## config.mk

```make
export PLATFORM = sky130hd
export DESIGN_NAME = riscv_mem_arbiter
export DESIGN_NICKNAME = d
export VERILOG_FILES = /design/src/rtl/riscv_mem_arbiter.sv
export SDC_FILE = /design/constraint.sdc
export NUM_CORES = 1
export LEC_CHECK = 0
export BUFFER_PORTS_ARGS = -buffer_cell sky130_fd_sc_hd__buf_4
export CORE_AREA = 2 2 117 119
export DETAILED_ROUTE_END_ITERATION = 10
export DIE_AREA = 0 0 119 121
export HOLD_SLACK_MARGIN = 0.15
export PLACE_DENSITY = 0.71
export SLEW_MARGIN = 20
export SYNTH_ARGS = -nofsm -noshare
export SYNTH_HDL_FRONTEND = slang
export SYNTH_SLANG_ARGS = --single-unit
```

## constraint.sdc

```tcl
create_clock -name clk -period 1.4 [get_ports clk]
set_input_delay 0.07 -clock clk [delete_from_list [all_inputs] [get_ports clk]]
set_output_delay 0.07 -clock clk [all_outputs]
set_load 0.02 [all_outputs]
```

## src/rtl/riscv_mem_arbiter.sv

```systemverilog
// Two-to-one round-robin APB arbiter: captures the winning requester's transfer
// and replays it on the shared downstream memory port.
module riscv_mem_arbiter #(
  parameter int ADDR_W = 32,
  parameter int DATA_W = 32
) (
  input  logic              clk,
  input  logic              reset,

  input  logic              imem_psel_i,
  input  logic              imem_penable_i,
  input  logic [ADDR_W-1:0] imem_paddr_i,
  input  logic              imem_pwrite_i,
  input  logic [DATA_W-1:0] imem_pwdata_i,
  output logic              imem_pready_o,
  output logic [DATA_W-1:0] imem_prdata_o,

  input  logic              dmem_psel_i,
  input  logic              dmem_penable_i,
  input  logic [ADDR_W-1:0] dmem_paddr_i,
  input  logic              dmem_pwrite_i,
  input  logic [DATA_W-1:0] dmem_pwdata_i,
  output logic              dmem_pready_o,
  output logic [DATA_W-1:0] dmem_prdata_o,

  output logic              psel_o,
  output logic              penable_o,
  output logic [ADDR_W-1:0] paddr_o,
  output logic              pwrite_o,
  output logic [DATA_W-1:0] pwdata_o,
  input  logic              pready_i,
  input  logic [DATA_W-1:0] prdata_i,

  output logic              busy_o,
  output logic              grant_dmem_o
);

  localparam logic [1:0] IDLE   = 2'd0;
  localparam logic [1:0] SETUP  = 2'd1;
  localparam logic [1:0] ACCESS = 2'd2;

  logic [1:0] state;
  logic       last_dmem;
  logic       req_any;
  logic       win_d;
  logic       done;
  logic       unused_penable;

  // Requester penable plays no part in arbitration.
  assign unused_penable = imem_penable_i ^ dmem_penable_i;

  always_comb begin
    req_any = imem_psel_i | dmem_psel_i;
    // On a tie the side not served last time wins.
    win_d   = dmem_psel_i & (~imem_psel_i | ~last_dmem);
    done    = (state == ACCESS) & pready_i;
  end

  always_ff @(posedge clk) begin
    if (reset) begin
      state     <= IDLE;
      last_dmem <= 1'b0;
      paddr_o   <= '0;
      pwrite_o  <= 1'b0;
      pwdata_o  <= '0;
    end else begin
      case (state)
        IDLE: begin
          if (req_any) begin
            state     <= SETUP;
            last_dmem <= win_d;
            paddr_o   <= win_d ? dmem_paddr_i  : imem_paddr_i;
            pwrite_o  <= win_d ? dmem_pwrite_i : imem_pwrite_i;
            pwdata_o  <= win_d ? dmem_pwdata_i : imem_pwdata_i;
          end
        end
        SETUP:   state <= ACCESS;
        ACCESS:  if (pready_i) state <= IDLE;
        default: state <= IDLE;
      endcase
    end
  end

  assign psel_o        = (state == SETUP) | (state == ACCESS);
  assign penable_o     = (state == ACCESS);
  assign busy_o        = psel_o;
  assign grant_dmem_o  = last_dmem;

  assign imem_pready_o = done & ~last_dmem;
  assign dmem_pready_o = done & last_dmem;
  assign imem_prdata_o = imem_pready_o ? prdata_i : '0;
  assign dmem_prdata_o = dmem_pready_o ? prdata_i : '0;

endmodule

```

# After elaboration in Yosys (flattened, before gate mapping)

Cells that the tools add are included.

Register bits after elaboration: 68
Input bits: 169
Output and inout bits: 135
Word-level logic and storage cells: 29

Equal/unequal tests: 4
Multiplexer cells: 8
Bitwise gates (word level): 9
Reduce and logical (&&, ||, !) cells: 3

Operators by type and width:

| cell                 | count |
|---|---|
| $mux W32             | 4 |
| $pmux W2 S3          | 1 |
| $and A1 B1 Y1        | 4 |
| $mux W2              | 2 |
| $reduce_and A2 Y1    | 2 |
| $or A1 B1 Y1         | 3 |
| $eq A2 B1 Y1 const B | 1 |
| $eq A2 B2 Y1 const B | 1 |
| $logic_not A2 Y1     | 1 |
| $ne A2 B1 Y1 const B | 1 |
| $ne A2 B2 Y1 const B | 1 |
| $not A1 Y1           | 2 |
| $mux W1              | 1 |

# Logic depth before layout (Yosys ltp)

Depth in word-level cells: 4
Depth in mapped cells: 7
Gate-level depth less buffers: 5

# Least setup slack after synthesis

No wires, ideal clock.

Path kind: flip-flop to output port
From: register state[0]
To: output imem_prdata_o[22]
Data arrival time: 1,617 ps
Data required time: 1,330 ps
Setup slack: -287 ps
Cell stages (with the launch flop): 7
Buffers on the path: 1
Cells stage by stage: dfxtp_1 inv_1 ha_1 nand2_1 nor2_1 clkbuf_1 and2_1

Longest elaborated chain between the ends: 4

RTL lines:

| what                   | line | RTL |
|---|---|---|
| from (decl)            | 42   | `logic [1:0] state;` |
| from (signal assigned) | 61   | `state <= IDLE;` |
| from (signal assigned) | 70   | `state <= SETUP;` |
| from (signal assigned) | 77   | `SETUP: state <= ACCESS;` |
| $eq A2 B2 Y1           | n/a  |  |
| net penable_o          | 27   | `output logic penable_o,` |
| $and A1 B1 Y1          | 56   | `done = (state == ACCESS) & pready_i;` |
| $and A1 B1 Y1          | 89   | `assign imem_pready_o = done & ~last_dmem;` |
| net imem_pready_o      | 15   | `output logic imem_pready_o,` |
| $mux W32               | 91   | `assign imem_prdata_o = imem_pready_o ? prdata_i : '0;` |
| to (decl)              | 16   | `output logic [DATA_W-1:0] imem_prdata_o,` |

The timed path passes the listed nets, and every way through them passes these cells.

# Worst setup path in the final report

From: register state[0]
To: output dmem_prdata_o[1]

Longest elaborated chain between the ends: 4

RTL lines:

| what          | line | RTL |
|---|---|---|
| $eq A2 B2 Y1  | 56   |  |
| $and A1 B1 Y1 | 56   |  |
| $and A1 B1 Y1 | 90   | `assign dmem_pready_o = done & last_dmem;` |
| $mux W32      | 92   | `assign dmem_prdata_o = dmem_pready_o ? prdata_i : '0;` |
| to (decl)     | 24   | `output logic [DATA_W-1:0] dmem_prdata_o,` |

No other way between the ends.

==> flow_summary_export.csv <==
group,metric,value,unit
floorplan,dieArea,14400,sq um
critical_path,worstPathMaxFanout,16,
critical_path,worst_path_max_delay_cell,"sky130_fd_sc_hd__dfxtp_2",
critical_path,timing.setup.critical_path_class,"flip-flop to primary output",
cts,cts.reportedPaths.clkPinSlew,60,ps
drt,post_drt_wl_per_cell,19.70,microns
floorplan,dieHeight,121,microns
synth,synthFlopType,"sky130_fd_sc_hd__dfxtp_1",
critical_path,critical_path.n_buffers_inverters,3,
placed_design,dp_hpwl,10240,microns
final_layout,drive_gt1_frac,0.5822,
synth,synth_area,3463,sq um
worst_hold_path,min-delay-path-class,"input pin to flip-flop",
drt,detailroute.wirelength.met3,1479,microns
cts,cts_tree,"built",
drt,post-route-drc-count,0,
critical_path,critical-path-top-delay-family,"simple AND/OR/NAND/NOR gates",
synth,async_reset_ff_frac,0,
sta,setup_slack,-244.8,ps
global_route,overall_track_demand_over_capacity_in_global_routing,0.2672,
placed_design,io_buffer_count,301,
synth,synth-edff-count,0,
final_layout,final_design_area_no_fill,9114,sq um
power_and_ir_drop,leakagePower,4.124,nW
sta,layout_worst_path_cycle_share,1.175,
flow_run,max_cap_violations,0,
floorplan,rows,42,
sta,fmax,0.6080,GHz
sta,timing.slew.headroom,0.8132,
floorplan,floorplan.io_pins,304,
cts,h-tree-depth,3,
final_layout,commonest_non_fill_non_tap_cells_in_the_layout,"248 x sky130_fd_sc_hd__buf_4, 133 x sky130_fd_sc_hd__dlygate4sd3_1, 130 x sky130_fd_sc_hd__nand2_1",
critical_path,worstPathCellList,"inv_4 -> ha_4 -> and3_4 -> buf_16 -> and2_4 -> buf_6",
drt,first_pass_iters,4,
drt,detail_route.vias_per_cell,4.951,
synth,post_synth_inst_count,458,
cts,clock_latency,340,ps
floorplan,die_w,119,microns
floorplan,core,13090,sq um
drt,met2_length,11110,microns
cts,numClockSinks,68,
critical_path,worst_setup_path_start_kind,"flip-flop",
sta,timing_max_transition_violations_final,0,
synth,synth.top_cell.area_share,0.3931,
sta,finalHoldViolCount,0,
cts,cts_made_buffers,9,
synth,count_of_state_elements_after_synthesis,68,
global_route,grt_antenna_before_repair,5,
cts,ctsLongestPathBuffers,2,
final_layout,area_delta_synth_final,163.2,%
global_route,grt_pass1_vias,5547,
drt,highest_layer,"met4",
floorplan,floorplan.initialDensity,0.2647,
run_status,violations,"setup timing",
run_status,status,"finished with violations",
final_layout,final_util,0.6965,
synth,synth.lib_cells_used.distinct,18,
power_and_ir_drop,power.density,1195,nW/um^2
sta,worst_clock_skew,6.778,ps
global_route,wire_length_of_the_first_global_routing_pass,29730,microns
drt,route.vias.total,5411,
power_and_ir_drop,vdd.ir_drop.worst,0.7887,mV
synth,post-synth-top-area-cell,"sky130_fd_sc_hd__dfxtp_1",
synth,ys_warn_count,0,
critical_path,max_stage_delay,330,ps
sta,post-route-min-period,1645,ps
global_route,grt_overflow_total,0,
global_route,largest_net_degree_at_the_start_of_global_routing,42,
sta,setup_viol_count_final,131,
drt,detail_route.iter0.violations,349,
drt,routedLengthMet1,7617,microns
critical_path,worst_setup_path_end_kind,"primary output",
placed_design,gp_routability_congestion,0.8341,
final_layout,finalNetCount,1080,
sta,hold_slack,141.7,ps
sta,unrepaired_setup_endpoints_after_global_routing,"yes",
synth,synthesis.nets,631,
synth,ys_seq_area_frac,0.3931,
synth,syn_area_per_cell,7.562,sq um
final_layout,mostFrequentLayoutCell,"sky130_fd_sc_hd__buf_4",
drt,drt.antenna.violating_nets,0,
placed_design,dpl_cell_area,6027,sq um
critical_path,worst-endpoint-arrival,1570,ps
drt,wl_final,21530,microns
cts,cts.root.buffer_cell,"sky130_fd_sc_hd__clkbuf_16",
sta,worstMarginPinSlew,280.2,ps
critical_path,crit_required,1330,ps
synth,leading_cell_types_by_total_area_after_synthesis,"sky130_fd_sc_hd__dfxtp_1 39%, sky130_fd_sc_hd__a311oi_1 17%, sky130_fd_sc_hd__nand2_1 14%",
==> state kept, by name (all words and copies together), names as in the netlist <==
signal        flops
paddr_o          32
pwdata_o         32
state             2
grant_dmem_o      1
pwrite_o          1
==> cells in the mapped netlist, types with 2 or more instances <==
library cell                 n
sky130_fd_sc_hd__nand2_1   131
sky130_fd_sc_hd__dfxtp_1    68
sky130_fd_sc_hd__nor2_1     67
sky130_fd_sc_hd__a311oi_1   66
sky130_fd_sc_hd__and2_1     64
sky130_fd_sc_hd__clkbuf_1   20
sky130_fd_sc_hd__buf_4      14
sky130_fd_sc_hd__buf_2       9
sky130_fd_sc_hd__ha_1        4
sky130_fd_sc_hd__nand2b_1    4
sky130_fd_sc_hd__a21oi_1     2
sky130_fd_sc_hd__inv_1       2
sky130_fd_sc_hd__mux2i_1     2
==> routing by layer <==
| metal | vias to the layer above | global-route usage |
|---|---|---|
| met3 | 79 | 0.06767 |
| met4 | 0 | 0.1682 |
| met1 | 2572 | 0.2708 |
| met5 | - | 0 |
| li1 | 2461 | - |
| met2 | 299 | 0.4892 |
==> report_power, final <==
part | internal (W) | leakage, nW | switching [W]
Clock | 0.00143 | 0.144 | 0.000952
Combinational | 0.00290 | 3.41 | 0.00284
Sequential | 0.00238 | 0.566 | 0.000389
==> worst register-to-register path, delay by kind of cell (launching register included) <==
kind,cells,cell delay [ps]
buffers and inverters,5,590
AO/OA/AOI/OAI,2,430
flip-flops,1,330
adder cells (fa/ha/maj),1,120
AND/OR/NAND/NOR,1,40
==> path summary, 6_finish.rpt <==
path	from	endpoint	slack [ps]	depth (start not counted)
worst max register to register	state[0]	paddr_o[8]	-190	9
worst min register to register	pwrite_o	pwrite_o	500	2
worst max-delay path	state[0]	dmem_prdata_o[1]	-240	6
worst min-delay path	pready_i	state[1]	140	4
==> logic make-up after synthesis <==
kind of cell,count (synthesis),share of synthesized area
AOI/OAI and AO/OA,71,0.1785
adders and majority gates,4,0.01445
buffers and inverters,45,0.06720
DFF,68,0.3931
muxes,2,0.005781
and+or+nand+nor,268,0.3410
==> layout make-up <==
class | count | area (sq um)
multi-input combinational | 345 | 2587
sequential | 68 | 1365
antenna | 5 | 12.51
inverter | 2 | 10.01
timing repair buffer | 481 | 4616
fill | 880 | 3971
clock inverter | 6 | 63.81
clock buffer | 10 | 239.0
tap | 176 | 220.2
==> what timing repair did <==
item                                   in CTS  in global routing
setup buffers                              12                 16
setup endpoints to repair                 131                133
cloned                                     12                  4
pin swaps                                  27                 49
hold buffers                              133                  0
gates resized for setup                   141                131
endpoints found under the hold margin      66                  0
==> through the flow <==
| stage | power, W | setup TNS (ps) | setup slack [ps] | instances |
|---|---|---|---|---|
| floorplan | 0.004483 | -179.1 | -4.102 | 458 |
| global placement | 0.005966 | -232.3 | -14.64 | 906 |
| detailed placement | 0.005997 | -829.6 | -73.86 | 906 |
| CTS | 0.01000 | -20940 | -237.3 | 1079 |
| global route | 0.01129 | -27600 | -305.6 | 1093 |
| finish | 0.01089 | -18910 | -244.8 | 1093 |
Power figures use the tool's default switching activity.
